<file path="config.mk">
export PLATFORM = sky130hd
export DESIGN_NAME = ccip_mmio_rd_responder_flat
export DESIGN_NICKNAME = d
export VERILOG_FILES = /design/src/rtl/ccip_mmio_rsp_pkg.sv /design/src/rtl/ccip_mmio_rd_responder_if.sv /design/src/rtl/ccip_mmio_rd_fifo.sv /design/src/rtl/ccip_mmio_rd_responder.sv /design/src/flat_wrapper.sv
export SDC_FILE = /design/constraint.sdc
export NUM_CORES = 2
export LEC_CHECK = 0
export ABC_AREA = 0
export CORE_ASPECT_RATIO = 0.7
export CORE_UTILIZATION = 60
export DETAILED_ROUTE_END_ITERATION = 16
export MAX_ROUTING_LAYER = met4
export PLACE_DENSITY_LB_ADDON = 0.3
export SLEW_MARGIN = 20
export SYNTH_ARGS = -nofsm -noshare
export SYNTH_HDL_FRONTEND = slang
export SYNTH_SLANG_ARGS = --single-unit
</file>
<file path="constraint.sdc">
create_clock -name clk -period 9.2 [get_ports clk]
set_clock_uncertainty 0.05 [all_clocks]
set_input_delay 2.3 -clock clk [delete_from_list [all_inputs] [get_ports clk]]
set_output_delay 2.3 -clock clk [all_outputs]
set_load 0.005 [all_outputs]
</file>
<file path="src/rtl/ccip_mmio_rsp_pkg.sv">
// Shared types and constants for the CCI-P MMIO read responder.
// Entry widths follow the default t_ccip_tid / t_ccip_mmioAddr sizes.
package ccip_mmio_rsp_pkg;

  localparam int MMIO_TID_W  = 9;
  localparam int MMIO_ADDR_W = 16;

  localparam logic [1:0]  MMIO_LEN_4B   = 2'b00;
  localparam logic [63:0] MMIO_ERR_DATA = 64'hFFFF_FFFF_FFFF_FFFF;

  typedef struct packed {
    logic [MMIO_TID_W-1:0]  tid;
    logic [MMIO_ADDR_W-1:0] addr;
    logic [1:0]             len;
  } t_mmio_rd_entry;

  typedef enum logic [1:0] {
    IDLE,
    WAIT,
    RESP
  } t_mmio_rsp_state;

  // A 4B read returns the DWORD selected by the address LSB, zero-extended.
  function automatic logic [63:0] mmio_format(input logic [1:0]  len,
                                              input logic        addr_lsb,
                                              input logic [63:0] data);
    logic [63:0] result;
    result = data;
    if (len == MMIO_LEN_4B) begin
      result = {32'h0, (addr_lsb ? data[63:32] : data[31:0])};
    end
    return result;
  endfunction

endpackage

</file>
<file path="src/rtl/ccip_mmio_rd_responder_if.sv">
// MMIO read path bundle: c0 Rx request, local CSR read port, c2 Tx response, sticky errors.
interface ccip_mmio_rd_responder_if #(
  parameter int TID_W  = 9,
  parameter int ADDR_W = 16
);

  logic              rx_mmio_rd_valid;
  logic [TID_W-1:0]  rx_mmio_tid;
  logic [ADDR_W-1:0] rx_mmio_addr;
  logic [1:0]        rx_mmio_len;

  logic              csr_rd_valid;
  logic [ADDR_W-2:0] csr_rd_addr;
  logic              csr_rsp_valid;
  logic [63:0]       csr_rsp_data;

  logic              tx_mmio_rsp_valid;
  logic [TID_W-1:0]  tx_mmio_rsp_tid;
  logic [63:0]       tx_mmio_rsp_data;

  logic              overflow_err;
  logic              timeout_err;

  // The responder side.
  modport slave (
    input  rx_mmio_rd_valid, rx_mmio_tid, rx_mmio_addr, rx_mmio_len,
    input  csr_rsp_valid, csr_rsp_data,
    output csr_rd_valid, csr_rd_addr,
    output tx_mmio_rsp_valid, tx_mmio_rsp_tid, tx_mmio_rsp_data,
    output overflow_err, timeout_err
  );

  // The host / CSR-file side.
  modport master (
    output rx_mmio_rd_valid, rx_mmio_tid, rx_mmio_addr, rx_mmio_len,
    output csr_rsp_valid, csr_rsp_data,
    input  csr_rd_valid, csr_rd_addr,
    input  tx_mmio_rsp_valid, tx_mmio_rsp_tid, tx_mmio_rsp_data,
    input  overflow_err, timeout_err
  );

endinterface

</file>
<file path="src/rtl/ccip_mmio_rd_fifo.sv">
// In-order request queue: registered write, first-word-fall-through head.
// DEPTH must be a power of two; the extra pointer bit separates full from empty.
module ccip_mmio_rd_fifo
  import ccip_mmio_rsp_pkg::*;
#(
  parameter int DEPTH = 64
) (
  input  logic           clk,
  input  logic           reset,
  input  logic           push,
  input  t_mmio_rd_entry push_data,
  input  logic           pop,
  output t_mmio_rd_entry head,
  output logic           full,
  output logic           empty
);

  localparam int AW = $clog2(DEPTH);

  t_mmio_rd_entry mem [DEPTH];
  logic [AW:0]    wr_ptr_reg;
  logic [AW:0]    rd_ptr_reg;
  logic           do_push;
  logic           do_pop;

  assign empty = (wr_ptr_reg == rd_ptr_reg);
  assign full  = (wr_ptr_reg[AW] != rd_ptr_reg[AW]) &&
                 (wr_ptr_reg[AW-1:0] == rd_ptr_reg[AW-1:0]);

  // A pop frees the slot in the same cycle, so a push onto a full queue is kept.
  assign do_pop  = pop && !empty;
  assign do_push = push && (!full || do_pop);

  assign head = mem[rd_ptr_reg[AW-1:0]];

  always_ff @(posedge clk) begin
    if (do_push) begin
      mem[wr_ptr_reg[AW-1:0]] <= push_data;
    end
  end

  always_ff @(posedge clk or posedge reset) begin
    if (reset) begin
      wr_ptr_reg <= '0;
      rd_ptr_reg <= '0;
    end else begin
      if (do_push) wr_ptr_reg <= wr_ptr_reg + (AW+1)'(1);
      if (do_pop)  rd_ptr_reg <= rd_ptr_reg + (AW+1)'(1);
    end
  end

endmodule

</file>
<file path="src/rtl/ccip_mmio_rd_responder.sv">
// AFU-side CCI-P MMIO read responder: queues host reads, serialises them onto the
// local CSR read port and returns c2 responses in arrival order with the echoed tid.
module ccip_mmio_rd_responder
  import ccip_mmio_rsp_pkg::*;
#(
  parameter int DEPTH          = 64,
  parameter int TID_W          = MMIO_TID_W,
  parameter int ADDR_W         = MMIO_ADDR_W,
  parameter int TIMEOUT_CYCLES = 512
) (
  input  logic                      clk,
  input  logic                      reset,
  ccip_mmio_rd_responder_if.slave   bus
);

  localparam int TW = $clog2(TIMEOUT_CYCLES);

  t_mmio_rd_entry  push_entry;
  t_mmio_rd_entry  head;
  logic            fifo_full;
  logic            fifo_empty;
  logic            pop;

  t_mmio_rsp_state   state_reg;
  logic [TW-1:0]     timer_reg;
  logic [TID_W-1:0]  cur_tid_reg;
  logic              cur_addr_lsb_reg;
  logic [1:0]        cur_len_reg;
  logic              csr_rd_valid_reg;
  logic [ADDR_W-2:0] csr_rd_addr_reg;
  logic              tx_valid_reg;
  logic [TID_W-1:0]  tx_tid_reg;
  logic [63:0]       tx_data_reg;
  logic              overflow_reg;
  logic              timeout_reg;

  assign push_entry = '{tid: bus.rx_mmio_tid, addr: bus.rx_mmio_addr, len: bus.rx_mmio_len};
  assign pop        = (state_reg == IDLE) && !fifo_empty;

  ccip_mmio_rd_fifo #(
    .DEPTH (DEPTH)
  ) u_fifo (
    .clk       (clk),
    .reset     (reset),
    .push      (bus.rx_mmio_rd_valid),
    .push_data (push_entry),
    .pop       (pop),
    .head      (head),
    .full      (fifo_full),
    .empty     (fifo_empty)
  );

  always_ff @(posedge clk or posedge reset) begin
    if (reset) begin
      state_reg        <= IDLE;
      timer_reg        <= '0;
      cur_tid_reg      <= '0;
      cur_addr_lsb_reg <= 1'b0;
      cur_len_reg      <= '0;
      csr_rd_valid_reg <= 1'b0;
      csr_rd_addr_reg  <= '0;
      tx_valid_reg     <= 1'b0;
      tx_tid_reg       <= '0;
      tx_data_reg      <= '0;
      overflow_reg     <= 1'b0;
      timeout_reg      <= 1'b0;
    end else begin
      csr_rd_valid_reg <= 1'b0;
      tx_valid_reg     <= 1'b0;

      // The host has no backpressure, so a request into a full, non-draining queue is lost.
      if (bus.rx_mmio_rd_valid && fifo_full && !pop) begin
        overflow_reg <= 1'b1;
      end

      case (state_reg)
        IDLE: begin
          if (!fifo_empty) begin
            cur_tid_reg      <= head.tid;
            cur_addr_lsb_reg <= head.addr[0];
            cur_len_reg      <= head.len;
            csr_rd_valid_reg <= 1'b1;
            csr_rd_addr_reg  <= head.addr[ADDR_W-1:1];
            timer_reg        <= '0;
            state_reg        <= WAIT;
          end
        end
        WAIT: begin
          // Real data beats the timeout when both land in the same cycle.
          if (bus.csr_rsp_valid) begin
            tx_valid_reg <= 1'b1;
            tx_tid_reg   <= cur_tid_reg;
            tx_data_reg  <= mmio_format(cur_len_reg, cur_addr_lsb_reg, bus.csr_rsp_data);
            timer_reg    <= '0;
            state_reg    <= RESP;
          end else if (timer_reg == TW'(TIMEOUT_CYCLES - 1)) begin
            tx_valid_reg <= 1'b1;
            tx_tid_reg   <= cur_tid_reg;
            tx_data_reg  <= MMIO_ERR_DATA;
            timeout_reg  <= 1'b1;
            timer_reg    <= '0;
            state_reg    <= RESP;
          end else begin
            timer_reg <= timer_reg + TW'(1);
          end
        end
        RESP: begin
          state_reg <= IDLE;
        end
        default: begin
          state_reg <= IDLE;
        end
      endcase
    end
  end

  assign bus.csr_rd_valid      = csr_rd_valid_reg;
  assign bus.csr_rd_addr       = csr_rd_addr_reg;
  assign bus.tx_mmio_rsp_valid = tx_valid_reg;
  assign bus.tx_mmio_rsp_tid   = tx_tid_reg;
  assign bus.tx_mmio_rsp_data  = tx_data_reg;
  assign bus.overflow_err      = overflow_reg;
  assign bus.timeout_err       = timeout_reg;

endmodule

</file>
<file path="src/flat_wrapper.sv">
// flat-port wrapper written by rule: the top's interface ports become plain ports
module ccip_mmio_rd_responder_flat import ccip_mmio_rsp_pkg::*;
#(
  parameter int DEPTH          = 64,
  parameter int TID_W          = MMIO_TID_W,
  parameter int ADDR_W         = MMIO_ADDR_W,
  parameter int TIMEOUT_CYCLES = 512
)
  (clk, reset, bus_rx_mmio_rd_valid, bus_rx_mmio_tid, bus_rx_mmio_addr, bus_rx_mmio_len, bus_csr_rsp_valid, bus_csr_rsp_data, bus_csr_rd_valid, bus_csr_rd_addr, bus_tx_mmio_rsp_valid, bus_tx_mmio_rsp_tid, bus_tx_mmio_rsp_data, bus_overflow_err, bus_timeout_err);
  ccip_mmio_rd_responder_if #(.TID_W(TID_W), .ADDR_W(ADDR_W)) bus_i ();
  input  logic clk;
  input  logic reset;
  input wire logic [$bits(bus_i.rx_mmio_rd_valid)-1:0] bus_rx_mmio_rd_valid;
  input wire logic [$bits(bus_i.rx_mmio_tid)-1:0] bus_rx_mmio_tid;
  input wire logic [$bits(bus_i.rx_mmio_addr)-1:0] bus_rx_mmio_addr;
  input wire logic [$bits(bus_i.rx_mmio_len)-1:0] bus_rx_mmio_len;
  input wire logic [$bits(bus_i.csr_rsp_valid)-1:0] bus_csr_rsp_valid;
  input wire logic [$bits(bus_i.csr_rsp_data)-1:0] bus_csr_rsp_data;
  output wire logic [$bits(bus_i.csr_rd_valid)-1:0] bus_csr_rd_valid;
  output wire logic [$bits(bus_i.csr_rd_addr)-1:0] bus_csr_rd_addr;
  output wire logic [$bits(bus_i.tx_mmio_rsp_valid)-1:0] bus_tx_mmio_rsp_valid;
  output wire logic [$bits(bus_i.tx_mmio_rsp_tid)-1:0] bus_tx_mmio_rsp_tid;
  output wire logic [$bits(bus_i.tx_mmio_rsp_data)-1:0] bus_tx_mmio_rsp_data;
  output wire logic [$bits(bus_i.overflow_err)-1:0] bus_overflow_err;
  output wire logic [$bits(bus_i.timeout_err)-1:0] bus_timeout_err;
  assign bus_i.rx_mmio_rd_valid = bus_rx_mmio_rd_valid;
  assign bus_i.rx_mmio_tid = bus_rx_mmio_tid;
  assign bus_i.rx_mmio_addr = bus_rx_mmio_addr;
  assign bus_i.rx_mmio_len = bus_rx_mmio_len;
  assign bus_i.csr_rsp_valid = bus_csr_rsp_valid;
  assign bus_i.csr_rsp_data = bus_csr_rsp_data;
  assign bus_csr_rd_valid = bus_i.csr_rd_valid;
  assign bus_csr_rd_addr = bus_i.csr_rd_addr;
  assign bus_tx_mmio_rsp_valid = bus_i.tx_mmio_rsp_valid;
  assign bus_tx_mmio_rsp_tid = bus_i.tx_mmio_rsp_tid;
  assign bus_tx_mmio_rsp_data = bus_i.tx_mmio_rsp_data;
  assign bus_overflow_err = bus_i.overflow_err;
  assign bus_timeout_err = bus_i.timeout_err;
  ccip_mmio_rd_responder #(.DEPTH(DEPTH), .TID_W(TID_W), .ADDR_W(ADDR_W), .TIMEOUT_CYCLES(TIMEOUT_CYCLES)) u_core (.clk(clk), .reset(reset), .bus(bus_i));
endmodule
</file>
==> results.yml <==
power_and_ir_drop:
  power.share.clock: 0.277
  sw_frac_of_total: 0.329
  internal_power_mw: 16.2
  leakage_nw: 26.2
  ir_drop_mv: 0.256
  power.density_nw_per_um2: 299
  pwr-share-comb: 0.300
  p_switching_mw: 7.92
  power_frac_seq: 0.423
  total_power_mw: 24.1
route:
  dr.pass1.iters: 5
  drtAntennaViolNets: 0
  drc_errors: 0
  viasPerCell: 6.87
  routedWlPerCell_um: 33.5
  dr.first_iter.drc_count: 6216
  num_vias: 39135
  wl_um: 191000
logic_synthesis:
  synth_warnings: 0
  ys_types: 67
  syn_inst: 3808
  synth.avg_cell_area_um2: 18.9
  netlist_area_um2: 72000
  synth_nets: 3907
  synth_flop_cell: "edfxtp_1"
  seq_area_frac_synth: 0.765
  ys_ff_latch: 1857
  ys_async_sr_fraction: 0.0695
  synth_edf_count: 1728
place:
  place_inst: 5392
  io_buffers: 186
  post-dp-hpwl_um: 113000
  place.gp.congestion: 0.949
  dp_slack_ps: 3610
  place_area_um2: 75600
run_status:
  status: "completed"
grt:
  grt_pass1_vias: 36556
  grt_max_degree: 125
  track_usage: 0.326
  gr-total-overflow: 0
  grt_pass1_wl_um: 269000
  antenna_found_initial: 9
layout:
  final_area_um2: 80700
  fin_nets: 4106
  drive_above_1_share: 0.159
  final_cell_mix: "edfxtp_1, mux2i_1, mux4_2, clkbuf_16, clkdlybuf4s50_1"
  layout_commonest_cell: "edfxtp_1"
  layout.cells.non_filler: 5694
  area_growth_pct: 12.1
  largest_reg_flops: 1728
min_path:
  hold_path_class: "flop to flop"
  hold_start: "u_core.bus.timeout_err"
clock_tree:
  cts_tree: "done"
  cts_sinks: 1857
  path_clk_slew_ps: 60
  cts_resized: 0
  ctsHoldBuffers: 0
  clk_path_buf_depth: 3
  insertion_delay_ps: 800
  cts_buffers: 161
  clockRootBuffer: "clkbuf_16"
  cts_setup_buffers: 0
  htreeDepth: 4
critical_path:
  critPathRequiredTime_ps: 9550
  worstPathMaxFanout: 27
  arrival_ps: 5190
  slowest_stage: "nand3b_1"
  max_stage_delay_ps: 730
  crit_path_end_kind: "flop"
  startpoint: "bus_rx_mmio_rd_valid"
  startpoint_type: "input pin"
  path_cells: "clkdlybuf4s50_1 > o21ai_1 > nand3b_1 > buf_4 > nor2_4"
  critPathKind: "input pin to flop"
  reg2reg_from: "u_core.u_fifo.rd_ptr_reg[0]"
sta:
  setup_ws_ps: 4360
  fin_crit_sh: 0.526
  slew_viol_final: 0
  tns_ps: 0
  rsz0062_at_grt: "no"
  tightest_slew_ps: 1230
  fin_crit_ps: 4840
  slew_headroom: 0.181
  hold_viol: 0
  final-setup-viol-count: 0
  clock.fmax_mhz: 207
die:
  die_y_um: 292
  die_x_um: 416
  coreArea_um2: 118000
  ioPinCount: 187
  die-area_um2: 121000
  initial_utilization: 0.610
  rows: 105
flow_run:
  max_cap_viol_count: 0
## critical path: cells and delay by family
family	cells	cell delay (ps)
AND/OR/NAND/NOR	2	1450
buffers and inverters	2	1120
AO/OA/AOI/OAI	1	280
## final cells by class
cell class	count	area, um2
flip-flops and latches	1857	55100
fillers	7326	37400
multi-input cells	1696	16000
clock buffers	207	4320
repair buffers	274	2470
well taps	1551	1940
clock inverters	86	790
inverters	17	68.8
diodes	6	15.0
## stage by stage
step,hold WS (ps),utilization
final,428,0.683
after global routing,459,0.683
after CTS,444,0.683
after detailed placement,429,0.640
after global placement,428,0.640
after floorplan,401,-
## Yosys cell counts, types with 5 or more instances
cell type     n  area share
edfxtp_1   1728        0.72
mux2i_1     441       0.061
mux4_2      192       0.060
nor2_1      170      0.0089
a22oi_1     151       0.016
dfrtp_1     129       0.045
nand2_1     122      0.0064
clkbuf_1     86      0.0045
a21oi_1      83      0.0058
nand3_1      77      0.0054
buf_2        63      0.0044
a31oi_1      48      0.0042
buf_4        45      0.0047
o221ai_1     39      0.0047
o21ai_0      38      0.0026
mux2_2       34      0.0053
a211oi_1     31      0.0032
a221oi_1     25      0.0030
o22ai_1      22      0.0019
buf_1        21      0.0011
a22o_1       20      0.0024
buf_6        17      0.0027
a2bb2oi_1    16      0.0019
inv_1        16     0.00083
xnor2_1      16      0.0019
a211o_1      14      0.0017
nand3b_1     14      0.0015
and4_1       12      0.0015
a41oi_1      10      0.0012
and3_1       10     0.00087
and2_1        9     0.00078
o211ai_1      8     0.00083
a2111oi_0     7     0.00085
nor2b_1       7     0.00061
o32a_1        7     0.00097
a221o_1       6     0.00083
mux4_1        5      0.0018
or3_1         5     0.00043
or4_1         5     0.00052
## layer usage
metal	part of all wire	GRT usage	vias to the layer above
li1	-	-	15892
met1	0.40	0.483	20099
met2	0.42	0.431	2819
met3	0.15	0.110	325
met4	0.029	0.0925	0
met5	0	-	-
## worst paths after layout
path                                          endpoint  slack, ps  depth (start not counted)
min reg2reg                     u_core.bus.timeout_err        430                          1
max in group asynchronous  u_core.u_fifo.rd_ptr_reg[1]       5720                          3
min in group asynchronous       u_core.bus.timeout_err       1930                          2
max reg2reg                  u_core.bus.csr_rd_addr[9]       4430                          7
min                             u_core.bus.timeout_err        430                          1
max                           u_core.u_fifo.mem[0][11]       4360                          5
## power groups by stage
stage / clock network [mW] / logic (mW) / registers [mW]
after floorplan: 0 / 4.42 / 10.1
after CTS: 6.69 / 7.03 / 10.2
after global placement: 0 / 6.89 / 10.3
final: 6.67 / 7.23 / 10.2
after detailed placement: 0 / 6.98 / 10.4
after global routing: 7.02 / 7.47 / 10.2
## kinds of logic after synthesis
group,after synthesis,share of synthesized area
xor+xnor,19,0.00231
simple gates,458,0.0294
flops,1857,0.765
compound gates,543,0.0545
mux,672,0.128
buf+inv,255,0.0192
fa+ha+maj,4,0.000695
No activity file was read; power rests on OpenSTA's default activity.
